## config.mk

```make
export PLATFORM = sky130hd
export DESIGN_NAME = bus_xfer_ctrl
export DESIGN_NICKNAME = d
export VERILOG_FILES = /design/src/rtl/bus_xfer_pkg.sv /design/src/rtl/bus_xfer_arb.sv /design/src/rtl/bus_xfer_ctrl.sv
export SDC_FILE = /design/constraint.sdc
export NUM_CORES = 1
export LEC_CHECK = 0
export BUFFER_PORTS_ARGS = -buffer_cell sky130_fd_sc_hd__buf_2
export CAP_MARGIN = 20
export CORE_MARGIN = 2
export CORE_UTILIZATION = 40
export CTS_CLUSTER_DIAMETER = 150
export DETAILED_ROUTE_END_ITERATION = 8
export PLACE_DENSITY = 0.7
export SLEW_MARGIN = 25
export SYNTH_ARGS = -nofsm -noshare
export SYNTH_HDL_FRONTEND = slang
export SYNTH_SLANG_ARGS = --single-unit
```

## constraint.sdc

```tcl
create_clock -name clk -period 2 [get_ports clk]
set_clock_uncertainty 0.05 [all_clocks]
set_input_delay 0.4 -clock clk [delete_from_list [all_inputs] [get_ports clk]]
set_output_delay 0.4 -clock clk [all_outputs]
set_load 0.005 [all_outputs]
```

## src/rtl/bus_xfer_pkg.sv

```systemverilog
// Shared constants, bus command encodings and FSM states for bus_xfer_ctrl.
// Optional build macro XFER_RR_ARB_EN is consumed by bus_xfer_arb.
package bus_xfer_pkg;

    // Device select codes in AddrBus[31:28]
    localparam logic [3:0] DEV_MEM  = 4'h1;
    localparam logic [3:0] DEV_UART = 4'h2;

    // SRAM write-enable (active low) position in the memory command
    localparam int BWE_BIT = 18;

    // UART command bits in AddrBus[2:0]
    localparam logic [2:0] UART_LOAD  = 3'b001;
    localparam logic [2:0] UART_BRDY  = 3'b010;
    localparam logic [2:0] UART_TBYTE = 3'b100;

    typedef enum logic [3:0] {
        S_IDLE,
        S_EXT,
        S_RD,
        S_CAP,
        S_LD,
        S_BRDY,
        S_TBYTE,
        S_WAITU,
        S_NEXT
    } xfer_state_t;

    // Full 32-bit AddrBus word for a UART command
    function automatic logic [31:0] uart_cmd(input logic [2:0] bits);
        return {DEV_UART, 25'b0, bits};
    endfunction

endpackage

```

## src/rtl/bus_xfer_arb.sv

```systemverilog
// Bus grant decision between the external master and the copy engine.
// With XFER_RR_ARB_EN defined, ties alternate; otherwise Breq always wins.
module bus_xfer_arb (
`ifdef XFER_RR_ARB_EN
    input  logic clk,
    input  logic Reset,
`endif
    input  logic breq,
    input  logic pending,
    input  logic decide,
    output logic grant_ext,
    output logic grant_xfer
);

`ifdef XFER_RR_ARB_EN
    // 1 when the external master owned the bus most recently
    logic last_ext;

    // On a tie the party that did not own the bus last wins
    always_comb begin
        grant_ext  = 1'b0;
        grant_xfer = 1'b0;
        if (decide) begin
            if (breq && pending) begin
                grant_ext  = !last_ext;
                grant_xfer = last_ext;
            end else begin
                grant_ext  = breq;
                grant_xfer = pending;
            end
        end
    end

    // Remember the owner of every grant; reset favours the external master
    always_ff @(posedge clk) begin
        if (Reset) begin
            last_ext <= 1'b0;
        end else if (grant_ext || grant_xfer) begin
            last_ext <= grant_ext;
        end
    end
`else
    // Fixed priority: the external master always wins
    always_comb begin
        grant_ext  = decide && breq;
        grant_xfer = decide && !breq && pending;
    end
`endif

endmodule

```

## src/rtl/bus_xfer_ctrl.sv

```systemverilog
// SRAM-to-UART byte copy engine sharing a command bus with an external master.
// Define XFER_RR_ARB_EN for round-robin arbitration of bus ties.
module bus_xfer_ctrl
    import bus_xfer_pkg::*;
#(
    parameter int AddrSize  = 18,
    parameter int WordSize  = 8,
    parameter int CmdCycles = 3
) (
    input  logic                clk,
    input  logic                Reset,
    input  logic                Breq,
    output logic                Bgnt,
    input  logic                Xfer_start,
    input  logic [AddrSize-1:0] Xfer_addr,
    input  logic [7:0]          Xfer_len,
    output logic                Xfer_busy,
    output logic                Xfer_done,
    input  logic [WordSize-1:0] DataBus_in,
    output logic [WordSize-1:0] Data_out,
    output logic                Data_oe,
    output logic [31:0]         AddrBus_out,
    output logic                Addr_oe,
    input  logic                Uart_busy
);

    localparam int CW = $clog2(2 * CmdCycles + 1);
    localparam logic [CW-1:0] CMD_LAST  = CW'(CmdCycles - 1);
    localparam logic [CW-1:0] WAIT_LAST = CW'(2 * CmdCycles - 1);

    xfer_state_t         state;
    xfer_state_t         nxt;
    logic [CW-1:0]       cnt;
    logic [AddrSize-1:0] addr;
    logic [7:0]          count;
    logic [WordSize-1:0] byte_q;
    logic                seen;

    logic                grant_ext;
    logic                grant_xfer;
    logic                cnt_last;
    logic                wait_exit;
    logic [31:0]         rd_cmd;
    logic [WordSize-1:0] data_src;

    logic                bgnt_d;
    logic                aoe_d;
    logic [31:0]         abus_d;
    logic                doe_d;
    logic [WordSize-1:0] dout_d;

    bus_xfer_arb u_arb (
`ifdef XFER_RR_ARB_EN
        .clk        (clk),
        .Reset      (Reset),
`endif
        .breq       (Breq),
        .pending    (Xfer_busy),
        .decide     (state == S_IDLE),
        .grant_ext  (grant_ext),
        .grant_xfer (grant_xfer)
    );

    // SRAM read command for the current address, bWE held high
    always_comb begin
        rd_cmd                 = '0;
        rd_cmd[31:28]          = DEV_MEM;
        rd_cmd[BWE_BIT]        = 1'b1;
        rd_cmd[AddrSize-1:0]   = addr;
    end

    // Byte shown on LD entry comes straight from the bus being captured
    always_comb begin
        data_src = (state == S_CAP) ? DataBus_in : byte_q;
    end

    // Next-state decode; only IDLE consults the arbiter
    always_comb begin
        nxt       = state;
        cnt_last  = (cnt == CMD_LAST);
        wait_exit = !Uart_busy && (seen || cnt == WAIT_LAST);
        unique case (state)
            S_IDLE: begin
                if (grant_ext) begin
                    nxt = S_EXT;
                end else if (grant_xfer) begin
                    nxt = S_RD;
                end
            end
            S_EXT:   if (!Breq) nxt = S_IDLE;
            S_RD:    if (cnt_last) nxt = S_CAP;
            S_CAP:   nxt = S_LD;
            S_LD:    if (cnt_last) nxt = S_BRDY;
            S_BRDY:  if (cnt_last) nxt = S_TBYTE;
            S_TBYTE: if (cnt_last) nxt = S_WAITU;
            S_WAITU: if (wait_exit) nxt = S_NEXT;
            S_NEXT:  nxt = S_IDLE;
            default: nxt = S_IDLE;
        endcase
    end

    // Bus outputs for the state being entered, registered below
    always_comb begin
        bgnt_d = 1'b0;
        aoe_d  = 1'b0;
        abus_d = '0;
        doe_d  = 1'b0;
        dout_d = '0;
        unique case (nxt)
            S_EXT: bgnt_d = 1'b1;
            S_RD, S_CAP: begin
                aoe_d  = 1'b1;
                abus_d = rd_cmd;
            end
            S_LD: begin
                aoe_d  = 1'b1;
                abus_d = uart_cmd(UART_LOAD);
                doe_d  = 1'b1;
                dout_d = data_src;
            end
            S_BRDY: begin
                aoe_d  = 1'b1;
                abus_d = uart_cmd(UART_BRDY);
                doe_d  = 1'b1;
                dout_d = data_src;
            end
            S_TBYTE: begin
                aoe_d  = 1'b1;
                abus_d = uart_cmd(UART_TBYTE);
                doe_d  = 1'b1;
                dout_d = data_src;
            end
            S_WAITU: aoe_d = 1'b1;
            default: ;
        endcase
    end

    // FSM state, copy bookkeeping and registered outputs
    always_ff @(posedge clk) begin
        if (Reset) begin
            state       <= S_IDLE;
            cnt         <= '0;
            addr        <= '0;
            count       <= '0;
            byte_q      <= '0;
            seen        <= 1'b0;
            Bgnt        <= 1'b0;
            Xfer_busy   <= 1'b0;
            Xfer_done   <= 1'b0;
            Data_out    <= '0;
            Data_oe     <= 1'b0;
            AddrBus_out <= '0;
            Addr_oe     <= 1'b0;
        end else begin
            state       <= nxt;
            cnt         <= (nxt != state) ? '0 : cnt + 1'b1;
            seen        <= (state == S_WAITU) && (seen || Uart_busy);
            Bgnt        <= bgnt_d;
            Addr_oe     <= aoe_d;
            AddrBus_out <= abus_d;
            Data_oe     <= doe_d;
            Data_out    <= dout_d;
            Xfer_done   <= 1'b0;
            if (state == S_CAP) begin
                byte_q <= DataBus_in;
            end
            if (state == S_NEXT) begin
                addr  <= addr + 1'b1;
                count <= count - 8'd1;
                if (count == 8'd1) begin
                    Xfer_done <= 1'b1;
                    Xfer_busy <= 1'b0;
                end
            end else if (Xfer_start && !Xfer_busy) begin
                addr  <= Xfer_addr;
                count <= Xfer_len;
                if (Xfer_len == 8'd0) begin
                    Xfer_done <= 1'b1;
                end else begin
                    Xfer_busy <= 1'b1;
                end
            end
        end
    end

endmodule

```

# Yosys cells after proc, flatten, opt, wreduce, memory -nomap -nowiden
# Index checks and enable logic that the tools add are counted.
[totals]
input_bits = 39
output_inout_bits = 45
regBits = 87
[op_classes]
muxes = 26
add_sub_neg = 3
reduce_logical = 20
n_eq_ne = 21
bitwise = 1
[op_table]
columns = ["op", "n"]
rows = [
  ["30-bit one-hot mux with 4 select lines", 1],
  ["18-bit two-way mux", 2],
  ["4-bit by 3-bit equality test with 1-bit output (second input constant)", 8],
  ["4-bit two-way mux", 8],
  ["4-bit one-hot mux with 8 select lines", 1],
  ["8-bit two-way mux", 3],
  ["18-bit by 1-bit adder with 18-bit output (second input constant)", 1],
  ["4-bit by 2-bit equality test with 1-bit output (second input constant)", 4],
  ["1-bit two-way mux", 11],
  ["4-bit by 1-bit equality test with 1-bit output (second input constant)", 2],
  ["8-bit by 1-bit equality test with 1-bit output (second input constant)", 1],
  ["8-bit zero test", 1],
  ["8-bit by 1-bit subtractor with 8-bit output (second input constant)", 1],
  ["1-bit logical AND", 6],
  ["2-bit OR reduction", 3],
  ["6-bit OR reduction", 1],
  ["4-bit equality test (second input constant)", 1],
  ["4-bit zero test", 1],
  ["4-bit inequality test", 1],
  ["3-bit by 1-bit adder with 3-bit output (second input constant)", 1],
  ["3-bit by 2-bit equality test with 1-bit output (second input constant)", 1],
  ["3-bit equality test (second input constant)", 1],
  ["1-bit zero test", 3],
  ["3-bit AND reduction", 1],
  ["6 further kinds", 7],
]

# Longest topological paths before layout
[depth]
word_depth = 10
mapped_depth = 8
ltp_nobuf = 7

# By module
# A second synthesis with hierarchy kept.
[unflattened]
hier_cells = 373
area_unflattened_um2 = 3340.7
[modules_own_cells]
columns = ["module", "cells_per_inst", "instances", "seq_area_each_um2", "area_each_um2"]
rows = [
  ["bus_xfer_ctrl", 371, 1, 1501.4, 3324.4],
  ["bus_xfer_arb", 2, 1, 0.0, 16.3],
]

# Worst setup path after synthesis
# No wires, ideal clock.
[synth_timing]
path_type = "register to register"
from = "register cnt[0]"
to = "register AddrBus_out[14]"
setup_ns = 0.059
period_less_slack_ns = 1.921
setup_slack_ns = 0.079
path_stages_with_launch = 9
t_arrival_ns = 1.812
path_cell_list = "dfxtp_1 -> inv_1 -> ha_1 -> nor2b_1 -> a21oi_1 -> o31a_1 -> nor3b_2 -> buf_2 -> and2_1"
[synth_between]
elab_chain_cells = 8
word_cells_on_any_way = 17
cone_classes = "eq/ne (7); mux (7); reduce/logical (3)"
[synth_rtl]
columns = ["element", "line", "rtl"]
rows = [
  ["from (decl)", "bus_xfer_ctrl.sv:33", "logic [CW-1:0] cnt;"],
  ["from (signal assigned)", "bus_xfer_ctrl.sv:156", "cnt <= (nxt != state) ? '0 : cnt + 1'b1;"],
  ["3-bit equality test", "bus_xfer_ctrl.sv:81", "wait_exit = !Uart_busy && (seen || cnt == WAIT_LAST);"],
  ["1-bit logical OR", "bus_xfer_ctrl.sv:81", ""],
  ["1-bit logical AND", "bus_xfer_ctrl.sv:81", ""],
  ["4-bit two-way mux", "bus_xfer_ctrl.sv:96", "S_WAITU: if (wait_exit) nxt = S_NEXT;"],
  ["4-bit one-hot mux with 8 select lines *", "bus_xfer_ctrl.sv:82", "unique case (state)"],
  ["4-bit by 2-bit equality test with 1-bit output", "bus_xfer_ctrl.sv:109", "unique case (nxt)"],
  ["2-bit OR reduction", "bus_xfer_ctrl.sv:109", ""],
  ["30-bit one-hot mux with 4 select lines *", "bus_xfer_ctrl.sv:109", ""],
  ["to (signal assigned)", "bus_xfer_ctrl.sv:160", "AddrBus_out <= abus_d;"],
  ["to (decl)", "bus_xfer_ctrl.sv:22", "output logic [31:0] AddrBus_out,"],
]
# Mark *: on every way between the ends. The rest lies on a longest branch, timed or not.
# A chain may end at the register's enable or synchronous reset.

# Final worst setup path
[layout_timing]
from = "register state[1]"
to = "register addr[13]"
[layout_between]
elab_chain_cells = 2
word_cells_on_any_way = 3
cone_classes = "eq/ne (1); mux (1); reduce/logical (1)"
[layout_rtl]
columns = ["element", "line", "rtl"]
rows = [
  ["from (decl)", "bus_xfer_ctrl.sv:31", "xfer_state_t state;"],
  ["from (signal assigned)", "bus_xfer_ctrl.sv:155", "state <= nxt;"],
  ["4-bit equality test *", "bus_xfer_ctrl.sv:167", "if (state == S_NEXT) begin"],
  ["18-bit two-way mux or 2-bit nonzero test (tied branches)", "--", ""],
  ["to (signal assigned)", "bus_xfer_ctrl.sv:168", "addr <= addr + 1'b1;"],
  ["to (signal assigned)", "bus_xfer_ctrl.sv:175", "addr <= Xfer_addr;"],
  ["to (decl)", "bus_xfer_ctrl.sv:34", "logic [AddrSize-1:0] addr;"],
]
# Marks and branches as above.

==> summary.md <==
| Metric | Value |
|---|---|
| Crit path capture type | flip-flop |
| Vias/cell | 5.09 |
| Max Clock Freq | 518 MHz |
| Clock transition at path regs | 0.08 ns |
| DR iter-0 viols | 121 |
| TritonCTS clock tree | yes |
| Hold Path Class | in2reg |
| Core area | 7810 um^2 |
| Seq/Total Area, Yosys | 46.3% |
| Initial Util | 41.6% |
| Pins Over Slew Limit | 0 |
| Switching pwr | 786 uW |
| Sequential power share | 50.9% |
| Final min period | 1.93 ns |
| Row count | 32 |
| Req. time, crit path | 2.17 ns |
| Skew-Pair Late Insertion Delay | 0.36 ns |
| Fillers | 724 |
| Critical path arrival | 2.11 ns |
| Htree depth | 3 |
| DRC | 0 |
| Critical path's slowest cell | or4b_4 |
| Synthesized instance count | 357 |
| Die Y | 94.1 um |
| Gr ovfl total | 0 |
| Global-route wire length before repair | 12400 um |
| CTS max path bufs | 2 |
| Status | finished clean |
| Combinational share of power | 10.3% |
| Synthesized area | 3250 um^2 |
| Synthesized flop and latch total | 75 |
| # setup viols final | 0 |
| Leakage | 1.76 nW |
| Setup Crit Path Kind | reg2reg |
| Clock sink count | 75 |
| CTS buffer count | 9 |
| Drt first pass iters | 4 |
| Die area | 8850 um^2 |
| Int Pwr | 2.38 mW |
| Post-DP HPWL | 5560 um |
| Number of synthesized flops with an enable pin | 0 |
| Critical-path cell list | or4b_4 -> nor3_4 -> a311oi_2 -> a2111oi_2 |
| Top Ports | 84 |
| Final #Nets | 493 |
| Die width | 94.1 um |
| PnR Total Power | 3.16 mW |
| Inst Count DP | 533 |
| Syn_area_per_cell | 9.09 um^2 |
| Vias in the first global route | 2664 |
| Final wirelength | 7540 um |
| Tot GR Track Use | 18.0% |
| Ys Warns | 0 |
| Area growth, synth to finish | 25.2% |
| Ant diodes | 0 |
| WL/cell | 13.6 um |
| TNS Setup | 0 ns |
| Power per cell area | 778 nW/um^2 |
| Largest net degree at the start of global routing | 32 |
| Non-filler cells, final | 555 |
| Switch share | 24.9% |
| CP Launch Type | flip-flop |
| Clock power frac | 38.8% |
| Via Count | 2826 |
| Hold buffers post-CTS | 0 |
| Final period util | 96.6% |
| Yosys cell types | 53 |
| Routability Congestion | 0.854 |
| Crit Path Max Fanout | 10 |
| Clock root buffer | clkbuf_8 |
| MaxCap Viol Count | 0 |
| RSZ-0062 raised after global routing | true |
| Max VDD drop | 0.519 mV |
| Largest stage delay, worst path | 0.60 ns |
| Post-synth ARST share | 0% |
| Detail Route Antenna Nets | 0 |
| Hold Vio Cnt, Final | 0 |
| Layout cells sized above 1 | 29.4% |
| IO Port Bufs | 72 |
| Antenna violations before repair | 0 |
| Synth Flop Type | dfxtp_1 |
==> Yosys cell counts, types with 6 or more instances <==
cell	count	area, um^2
a211oi_1	6	45.0
a21oi_1	17	85.1
a221oi_1	7	61.3
a31oi_1	8	50.1
and2_1	24	150
buf_2	6	30.0
buf_4	12	90.1
clkbuf_1	9	33.8
dfxtp_1	75	1500
ha_1	6	75.1
inv_1	7	26.3
mux2i_1	8	80.1
nand2_1	26	97.6
nand3_1	18	90.1
nor2_1	40	150
nor3_1	8	40.0
nor4_1	6	37.5
o21ai_0	10	50.1
==> cell families after synthesis <==
logic type | Yosys count | synth area share, %
other cells | 1 | 0.116
buf+inv | 37 | 6.36
xor+xnor | 6 | 1.62
mux | 8 | 2.47
simple gates | 152 | 25.1
compound gates | 72 | 15.8
fa+ha+maj | 6 | 2.31
flops | 75 | 46.3
==> cell type report <==
type,count,area (um^2),area share (%)
well taps,102,128,3.14
inverters,7,26.3,0.647
clock inverters,4,47.5,1.17
multi-input cells,255,1610,39.6
repair buffers,100,583,14.4
clock buffers,12,165,4.07
flip-flops and latches,75,1500,37.0
==> state kept, by name, summed over array words and instances (netlist names) <==
signal,cells
count,8
Xfer_done,1
Addr_oe,1
Xfer_busy,1
byte_q,8
AddrBus_out,20
cnt,3
Data_oe,1
seen,1
Data_out,8
Bgnt,1
addr,18
state,4
==> repair_timing <==
item | 4_1_cts | 5_1_grt
gates resized for setup | 1 | 7
buffers inserted | 4 | 2
pin swaps | 2 | 1
setup endpoints to repair | 2 | 34
==> final timing paths <==
check,slack [ns],cells past startpoint,from,to
worst min register to register,0.43,1,cnt[0],cnt[0]
worst min-delay path,0.23,3,Xfer_addr[0],addr[0]
worst max-delay path,0.07,4,state[1],addr[13]
worst max register to register,0.07,4,state[1],addr[13]
==> per-stage QoR <==
stage	worst slack (ns)	utilization (%)	instance area (um^2)	hold WS, ns
detailed placement	-0.0582	48.3	3770	0.414
global placement	0.0420	48.3	3770	0.397
CTS	0.00656	51.4	4020	0.220
floorplan	0.0793	-	3280	0.383
global route	-0.00456	52.0	4060	0.225
finish	0.0677	52.0	4060	0.227
==> layout by cell type (no fill, tap or decap), types with 6 or more instances in the layout <==
cell       n
a211oi_1   6
a21oi_1   16
a221oi_1   7
a31oi_1    8
and2_1    24
buf_2     72
buf_4     27
clkbuf_8  12
conb_1    11
dfxtp_1   74
ha_1       6
inv_1      7
mux2i_1    8
nand2_1   26
nand3_1   18
nor2_1    40
nor3_1     8
o21ai_0   10
==> power groups by stage <==
| stage | Clock (mW) | Sequential (mW) | Combinational [mW] |
|---|---|---|---|
| 2_1_floorplan | 0 | 1.62 | 0.214 |
| 3_3_place_gp | 0 | 1.64 | 0.312 |
| 3_5_place_dp | 0 | 1.64 | 0.321 |
| 4_1_cts | 1.26 | 1.61 | 0.323 |
| 5_1_grt | 1.33 | 1.62 | 0.364 |
| 6_report | 1.23 | 1.61 | 0.326 |
==> layer usage <==
layer,part of all wire (%),GRT usage (%),up-vias
met5,0,0,-
met4,0.91,4.11,0
met3,8.5,8.43,9
met2,45,28.7,100
met1,45,22.0,1282
li1,-,-,1435
==> worst max-delay path: cells and delay by family (launching register included) <==
family	cells	cell delay (ns)
compound gates	2	0.57
flops	1	0.41
simple gates	2	0.77
Note: power is estimated with default switching activity, not from simulation.
